### src/rtl/nibble_serial_adder.sv
// Purpose : WIDTH-bit adder sequenced one nibble per clock through an external 4-bit adder slice.
// Latency : out_valid rises WIDTH/4 cycles after the accepting edge; one op per WIDTH/4+2 cycles at best.
// Backpressure: in_ready low outside IDLE (nothing queued); DONE holds SUM/COUT/OVF until out_ready.
//
// Ports:
//   clk, rst          rising-edge clock, synchronous active-high reset
//   in_valid/in_ready operand handshake for A, B, Cin
//   NA, NB, NCI       nibble operands and carry-in presented to the adder slice
//   NS, NCO           slice sum and carry-out (combinational from NA/NB/NCI)
//   out_valid/out_ready result handshake for SUM, COUT, OVF
module nibble_serial_adder #(
    parameter int WIDTH = 16
) (
    input  logic             clk,
    input  logic             rst,
    input  logic             in_valid,
    output logic             in_ready,
    input  logic [WIDTH-1:0] A,
    input  logic [WIDTH-1:0] B,
    input  logic             Cin,
    output logic [3:0]       NA,
    output logic [3:0]       NB,
    output logic             NCI,
    input  logic [3:0]       NS,
    input  logic             NCO,
    output logic             out_valid,
    input  logic             out_ready,
    output logic [WIDTH-1:0] SUM,
    output logic             COUT,
    output logic             OVF
);

    localparam int NIB = WIDTH / 4;
    localparam int IW  = (NIB > 1) ? $clog2(NIB) : 1;

    typedef enum logic [1:0] {
        IDLE,
        RUN,
        DONE
    } state_t;

    state_t           state_q;
    state_t           state_d;
    logic [IW-1:0]    idx_q;
    logic [WIDTH-1:0] a_q;
    logic [WIDTH-1:0] b_q;
    logic             carry_q;
    // Only the lower NIB-1 nibbles are stored; the top nibble goes
    // straight from NS into SUM on the final step.
    logic [WIDTH-5:0] partial_q;
    logic             last_step;

    assign last_step = (idx_q == IW'(NIB - 1));

    // State register
    always_ff @(posedge clk) begin
        if (rst) begin
            state_q <= IDLE;
        end else begin
            state_q <= state_d;
        end
    end

    // Next state, handshake flags and slice drive
    always_comb begin
        state_d   = state_q;
        in_ready  = 1'b0;
        out_valid = 1'b0;
        NA        = 4'h0;
        NB        = 4'h0;
        NCI       = 1'b0;
        case (state_q)
            IDLE: begin
                in_ready = !rst;
                if (in_valid) begin
                    state_d = RUN;
                end
            end
            RUN: begin
                for (int n = 0; n < NIB; n++) begin
                    if (idx_q == IW'(n)) begin
                        NA = a_q[4*n +: 4];
                        NB = b_q[4*n +: 4];
                    end
                end
                NCI = carry_q;
                if (last_step) begin
                    state_d = DONE;
                end
            end
            DONE: begin
                out_valid = 1'b1;
                if (out_ready) begin
                    state_d = IDLE;
                end
            end
            default: begin
                state_d = IDLE;
            end
        endcase
    end

    // Operand capture, nibble accumulation and result registers
    always_ff @(posedge clk) begin
        if (rst) begin
            idx_q     <= '0;
            a_q       <= '0;
            b_q       <= '0;
            carry_q   <= 1'b0;
            partial_q <= '0;
            SUM       <= '0;
            COUT      <= 1'b0;
            OVF       <= 1'b0;
        end else begin
            case (state_q)
                IDLE: begin
                    if (in_valid) begin
                        a_q     <= A;
                        b_q     <= B;
                        carry_q <= Cin;
                        idx_q   <= '0;
                    end
                end
                RUN: begin
                    carry_q <= NCO;
                    for (int n = 0; n < NIB - 1; n++) begin
                        if (idx_q == IW'(n)) begin
                            partial_q[4*n +: 4] <= NS;
                        end
                    end
                    if (last_step) begin
                        SUM   <= {NS, partial_q};
                        COUT  <= NCO;
                        // Signed overflow: like-signed operands, result sign differs
                        OVF   <= (a_q[WIDTH-1] == b_q[WIDTH-1]) && (NS[3] != a_q[WIDTH-1]);
                        idx_q <= '0;
                    end else begin
                        idx_q <= idx_q + 1'b1;
                    end
                end
                default: begin
                end
            endcase
        end
    end

endmodule

### config.mk
export PLATFORM = sky130hd
export DESIGN_NAME = nibble_serial_adder
export DESIGN_NICKNAME = d
export VERILOG_FILES = /design/src/rtl/nibble_serial_adder.sv
export SDC_FILE = /design/constraint.sdc
export NUM_CORES = 1
export LEC_CHECK = 0
export BUFFER_PORTS_ARGS = -buffer_cell sky130_fd_sc_hd__buf_2
export CAP_MARGIN = 15
export CORE_ASPECT_RATIO = 0.9
export CORE_UTILIZATION = 45
export DETAILED_ROUTE_END_ITERATION = 16
export PLACE_DENSITY = 0.72
export SLEW_MARGIN = 0
export SYNTH_ARGS = -nofsm -noshare
export SYNTH_HDL_FRONTEND = slang
export SYNTH_SLANG_ARGS = --single-unit
### constraint.sdc
create_clock -name clk -period 1.3 [get_ports clk]
set_input_delay 0 -clock clk [delete_from_list [all_inputs] [get_ports clk]]
set_output_delay 0 -clock clk [all_outputs]
set_load 0.005 [all_outputs]
==> impl_metrics.json, run 1 <==
{
  "status": "finished with violations",
  "violations": "negative setup slack",
  "drt_wl_total_um": 10980,
  "path_clk_slew_ns": 0.07,
  "finalMaxSlewViolations": 0,
  "r2r-start": "idx_q[1]$_SDFFE_PP0P_",
  "grt_pass1_vias": 2620,
  "cp.required_ns": 1.30,
  "netlist_area_sq_um": 2845,
  "antenna_found_initial": 0,
  "gp_congestion": 0.8017,
  "crit_fanout": 5,
  "grt_max_degree": 33,
  "critPathLaunchType": "flip-flop",
  "dpl.hpwl_um": 4804,
  "cp.arrival_ns": 1.83,
  "cts_htree_levels": 3,
  "vias": 3289,
  "hold_viol": 0,
  "numPortBuffers": 70,
  "endpoint_kind": "output port",
  "clockRootBuffer": "clkbuf_8",
  "tightest_slew_ns": 0.6037,
  "maxCapViolCount": 0,
  "drc": 0,
  "hold_path_class": "input pin to flip-flop",
  "cts_buffers": 9,
  "grt_pass1_wl_um": 12680,
  "grt_overflow": 0,
  "powerDensity_nw_per_um2": 1047,
  "yosys_warnings": 0,
  "core_sq_um": 6115,
  "path_class": "flip-flop to output port",
  "yosys_register_bits": 67,
  "dp_cells": 507,
  "syn_to_final_growth_pct": 64.56,
  "nNetsFinal": 530,
  "total_power_uw": 4902,
  "pin_count": 71,
  "setup.worst_path.start": "idx_q[1]$_SDFFE_PP0P_",
  "post-route-util_pct": 76.57,
  "cp_top_family": "buffers and inverters",
  "hp-start": "Cin",
  "die_h_um": 77.44,
  "syn_nets": 394,
  "final_cells": 574,
  "dr.pass1.iters": 7,
  "row_count": 27,
  "hold-worst-slack_ns": 0.1301,
  "clock.fmax_mhz": 547.9,
  "synth.distinct_cells": 35,
  "post_drt_wl_per_cell_um": 19.13,
  "antennaDiodeCount": 0,
  "synth_edf_count": 0,
  "ant_nets": 0,
  "critPathMaxStageDelay_ns": 0.34,
  "reg2reg_slack_ns": -0.22,
  "peakVddDrop_v": 0.0006163,
  "final_cell_mix": "nand2_1, buf_2, dfxtp_1, dlygate4sd3_1, a21oi_1",
  "max-slew-margin-rel_pct": 59.76,
  "path_buf_inv": 4,
  "vias_per_cell": 5.730,
  "syn_inst": 348,
  "fin_skew_ns": 0.01275,
  "rsz0062_at_grt": "true",
  "min_period_over_period_pct": 140.4,
  "yosysSeqAreaShare_pct": 47.14,
  "period_needed_ns": 1.825,
  "syn_area_per_cell_sq_um": 8.176,
  "cp_cell_sequence": "buf_4 -> ha_2 -> inv_4 -> buf_6 -> o21ai_0 -> o31ai_1 -> buf_2",
  "clk_latency_ns": 0.36,
  "design.die.area_sq_um": 6645,
  "start_util_pct": 46.53,
  "yosys_most_used_dff": "dfxtp_1",
  "clockBufferDepth": 2,
  "cts_tree": "yes",
  "drive_above_1_share_pct": 45.59,
  "power_leakage_uw": 0.001956,
  "layout_setup_ws_ns": -0.5250,
  "die_w_um": 85.82,
  "finalSetupViolCount": 70,
  "drt-initial-drc-count": 289,
  "async_flop_share_pct": 0,
  "final_common_cell": "nand2_1",
  "numClockSinks": 67,
  "grt_usage_pct": 24.74,
  "dp_slack_ns": -0.2081,
  "crit_slowest_cell": "dfxtp_2"
}
stage by stage:
stage                     cell area [sq um]  TNS [ns]
after floorplan                        2851         0
after global placement                 3412   -0.9780
after detailed placement               3412    -2.417
after CTS                              4149    -4.252
after global routing                   4682    -9.901
final                                  4682    -8.140
power by group:
group          switching [uW]  internal [uW]  leakage (uW)
clock                     814            912     0.0000950
sequential               85.5           2140      0.000548
combinational             475            480       0.00131
total                    1370           3530       0.00196
repair_timing:
| item | 4_1_cts | 5_1_grt |
|---|---|---|
| pin swaps | 9 | 17 |
| setup endpoints to repair | 33 | 74 |
| gates resized for setup | 32 | 99 |
| hold buffers | 38 | 0 |
| cloned | 1 | 7 |
| endpoints found under the hold margin | 48 | 0 |
| setup buffers | 5 | 5 |
logic make-up after synthesis:
logic type / after synthesis / synth area share, %
buffers and inverters: 31 / 7.388
AO/OA/AOI/OAI: 90 / 18.60
flip-flops: 67 / 47.14
adder cells (fa/ha/maj): 4 / 1.759
AND/OR/NAND/NOR: 153 / 24.06
multiplexers: 3 / 1.055
tightest hold or removal path, delay by kind of cell:
family	cells	cell delay (ns)
AOI/OAI and AO/OA	1	0.08
buffers and inverters	1	0.08
and+or+nand+nor	2	0.26
metal layers:
| metal | vias to the layer above | global-route usage [%] | wire, um |
|---|---|---|---|
| met1 | 1566 | 33.09 | 4268 |
| met2 | 213 | 38.64 | 5422 |
| met3 | 57 | 4.468 | 788 |
| met4 | 0 | 11.67 | 499 |
| li1 | 1453 | - | - |
| met5 | - | 0 | 0 |
worst paths after layout:
check                                to  cells after the start
min                carry_q$_SDFFE_PP0P_                      4
min reg2reg        SUM[13]$_SDFFE_PP0P_                      2
max reg2reg  partial_q[11]$_SDFFE_PP0P_                      6
max                               NB[1]                      7
synthesized netlist by cell type, drive strengths merged (2+ instances only):
| cell type | number | area (sq um) |
|---|---|---|
| nand3 | 16 | 80.08 |
| nor2b | 3 | 18.77 |
| nor2 | 8 | 30.03 |
| ha | 4 | 50.05 |
| buf | 23 | 180.2 |
| nand3b | 5 | 50.05 |
| or3b | 2 | 17.52 |
| a21oi | 62 | 317.8 |
| o31ai | 6 | 50.05 |
| dfxtp | 67 | 1341 |
| mux2i | 3 | 30.03 |
| clkbuf | 5 | 18.77 |
| inv | 3 | 11.26 |
| o21ai | 8 | 40.03 |
| a221oi | 8 | 70.07 |
| nor3 | 2 | 10.01 |
| nand2b | 3 | 18.77 |
| o32ai | 2 | 17.52 |
| nand2 | 110 | 417.9 |
flip-flops by register name (all words and copies together) (netlist names):
register / flops
SUM: 16
a_q: 16
b_q: 16
partial_q: 12
idx_q: 2
state_q: 2
COUT: 1
OVF: 1
carry_q: 1
area by class of cell:
type / instances / area (sq um)
well taps: 87 / 108.9
flip-flops and latches: 67 / 1348
repair buffers: 153 / 1348
multi-input cells: 250 / 1678
clock buffers: 11 / 141.4
inverters: 3 / 18.77
clock inverters: 3 / 40.04
fillers: 382 / 1433
Power figures use the tool's default switching activity.
==> run 2: changes to the inputs <==
Settings changed: PLACE_DENSITY 0.72 to 0.69.
Clock period 1.3 ns to 2.1 ns, I/O delays scaled along.
==> impl_metrics.json, run 2 (synthesis gave the netlist of run 1 again) <==
{
  "clk_latency_ns": 0.34,
  "vias": 2705,
  "dpl_cell_area_sq_um": 3188,
  "dr.pass1.iters": 10,
  "finalSetupViolCount": 0,
  "path_depth": 7,
  "start_util_pct": 46.53,
  "total_power_uw": 2818,
  "path_class": "flip-flop to output port",
  "setup.worst_path.start": "idx_q[0]$_SDFFE_PP0P_",
  "tightest_slew_ns": 0.7488,
  "row_count": 27,
  "critPathLaunchType": "flip-flop",
  "crit_slowest_cell": "dfxtp_1",
  "antenna_found_initial": 0,
  "stdcell_area_sq_um": 3779,
  "finalMaxSlewViolations": 0,
  "core_sq_um": 6115,
  "grt_overflow": 0,
  "die_w_um": 85.82,
  "worst-r2r-cell-count": 4,
  "cp_top_family": "buffers and inverters",
  "path_buf_inv": 3,
  "fin_skew_ns": 0.005889,
  "nNetsFinal": 496,
  "tns_ns": 0,
  "period_needed_ns": 1.941,
  "r2r-start": "state_q[1]$_SDFFE_PP0P_",
  "min_period_over_period_pct": 92.44,
  "peakVddDrop_v": 0.0003305,
  "rsz0062_at_grt": "false",
  "drive_above_1_share_pct": 22.86,
  "grt_pass1_wl_um": 11320,
  "hp-start": "Cin",
  "crit_fanout": 8,
  "cts_tree": "yes",
  "syn_to_final_growth_pct": 32.81,
  "drt-initial-drc-count": 157,
  "pin_count": 71,
  "grt_usage_pct": 21.64,
  "critPathMaxStageDelay_ns": 0.34,
  "post-route-util_pct": 61.80,
  "drt_wl_total_um": 6782,
  "numClockSinks": 67,
  "final_cell_mix": "nand2_1, buf_2, dfxtp_1, a21oi_1, dlygate4sd3_1",
  "post_drt_wl_per_cell_um": 12.51,
  "cts_buffers": 9,
  "reg_top3": "SUM (16), a_q (16), b_q (16)",
  "maxCapViolCount": 0,
  "n_fill_cell": 551,
  "cp.required_ns": 2.10,
  "endpoint_kind": "output port",
  "antennaDiodeCount": 0,
  "numPortBuffers": 70,
  "cp.arrival_ns": 1.94,
  "path_clk_slew_ns": 0.06,
  "r2r-end": "idx_q[0]$_SDFFE_PP0P_",
  "power_leakage_uw": 0.001562,
  "dp_cells": 488,
  "design.die.area_sq_um": 6645,
  "hold_viol": 0,
  "grt_max_degree": 40,
  "cts_htree_levels": 3,
  "drc": 2,
  "clockBufferDepth": 2,
  "endpoint": "NB[3]",
  "clock.fmax_mhz": 515.1,
  "dpl.hpwl_um": 4397,
  "die_h_um": 77.44,
  "cp_cell_sequence": "inv_1 -> ha_1 -> nor2b_1 -> buf_4 -> a221oi_1 -> o32ai_1 -> buf_2",
  "hold_path_class": "input pin to flip-flop",
  "vias_per_cell": 4.991,
  "ant_nets": 0,
  "final_cells": 542,
  "clockRootBuffer": "clkbuf_8",
  "grt_pass1_vias": 2514,
  "max-slew-margin-rel_pct": 50.08,
  "post-cts-setup-buffers": 0,
  "powerDensity_nw_per_um2": 745.9,
  "status": "finished with violations",
  "violations": "design-rule violations",
  "final_common_cell": "nand2_1",
  "reg2reg_slack_ns": 0.58,
  "gp_congestion": 0.8059
}
run 2: cell types whose count changed in the layout (fill, tap and decap cells not counted), sizes merged:
cell	delta
clkinvlp	+1
buf	-29
bufinv	+1
clkbuf	-5
run 2: what timing repair did:
item	in CTS	in global routing
endpoints found under the setup margin	0	3
endpoints found under the hold margin	48	0
resized for setup	0	1
hold buffers	38	0
run 2: power breakdown:
group          internal, uW  switching [uW]
registers              1320            29.9
clock network           665             463
logic                   162             176
run 2: stage by stage:
step                      setup WS (ns)  hold WS (ns)
after floorplan                  0.7852        0.1360
after global placement           0.5415        0.2437
after detailed placement         0.5184        0.2464
after CTS                        0.1600       0.07751
after global routing            0.02400        0.1257
final                            0.1588       0.08334
run 2: final cells by class:
type | count | area [sq um] | share of cell area, %
clock buffers | 11 | 131.4 | 3.477
clock inverters | 5 | 77.57 | 2.053
inverters | 3 | 11.26 | 0.2980
multi-input cells | 250 | 1295 | 34.27
flip-flops and latches | 67 | 1341 | 35.50
well taps | 87 | 108.9 | 2.881
repair buffers | 119 | 813.3 | 21.52
run 2: how the worst min path moves through the flow:
| stage | end | slack (ns) | cells after the start |
|---|---|---|---|
| 6_report | carry_q$_SDFFE_PP0P_ | 0.08 | 4 |
| 2_1_floorplan | a_q[10]$_SDFFE_PP0P_ | 0.14 | 2 |
| 4_1_cts | carry_q$_SDFFE_PP0P_ | 0.08 | 4 |
| 3_5_place_dp | b_q[2]$_SDFFE_PP0P_ | 0.25 | 3 |
| 3_3_place_gp | b_q[9]$_SDFFE_PP0P_ | 0.24 | 3 |
| 5_1_grt | carry_q$_SDFFE_PP0P_ | 0.13 | 4 |
run 2: worst reg2reg max path, cell delays in order (launching register included):
cell	delay [ns]
dfxtp_1	0.55
and2b_2	0.37
buf_4	0.21
o2bb2ai_1	0.12
nor2b_1	0.12
run 2: layer usage:
layer | part of all wire, % | track usage, % | vias to the layer above
li1 | - | - | 1376
met1 | 44 | 26.75 | 1222
met2 | 48 | 35.28 | 90
met3 | 5.8 | 6.489 | 17
met4 | 2.5 | 8.500 | 0
met5 | 0 | 0 | -
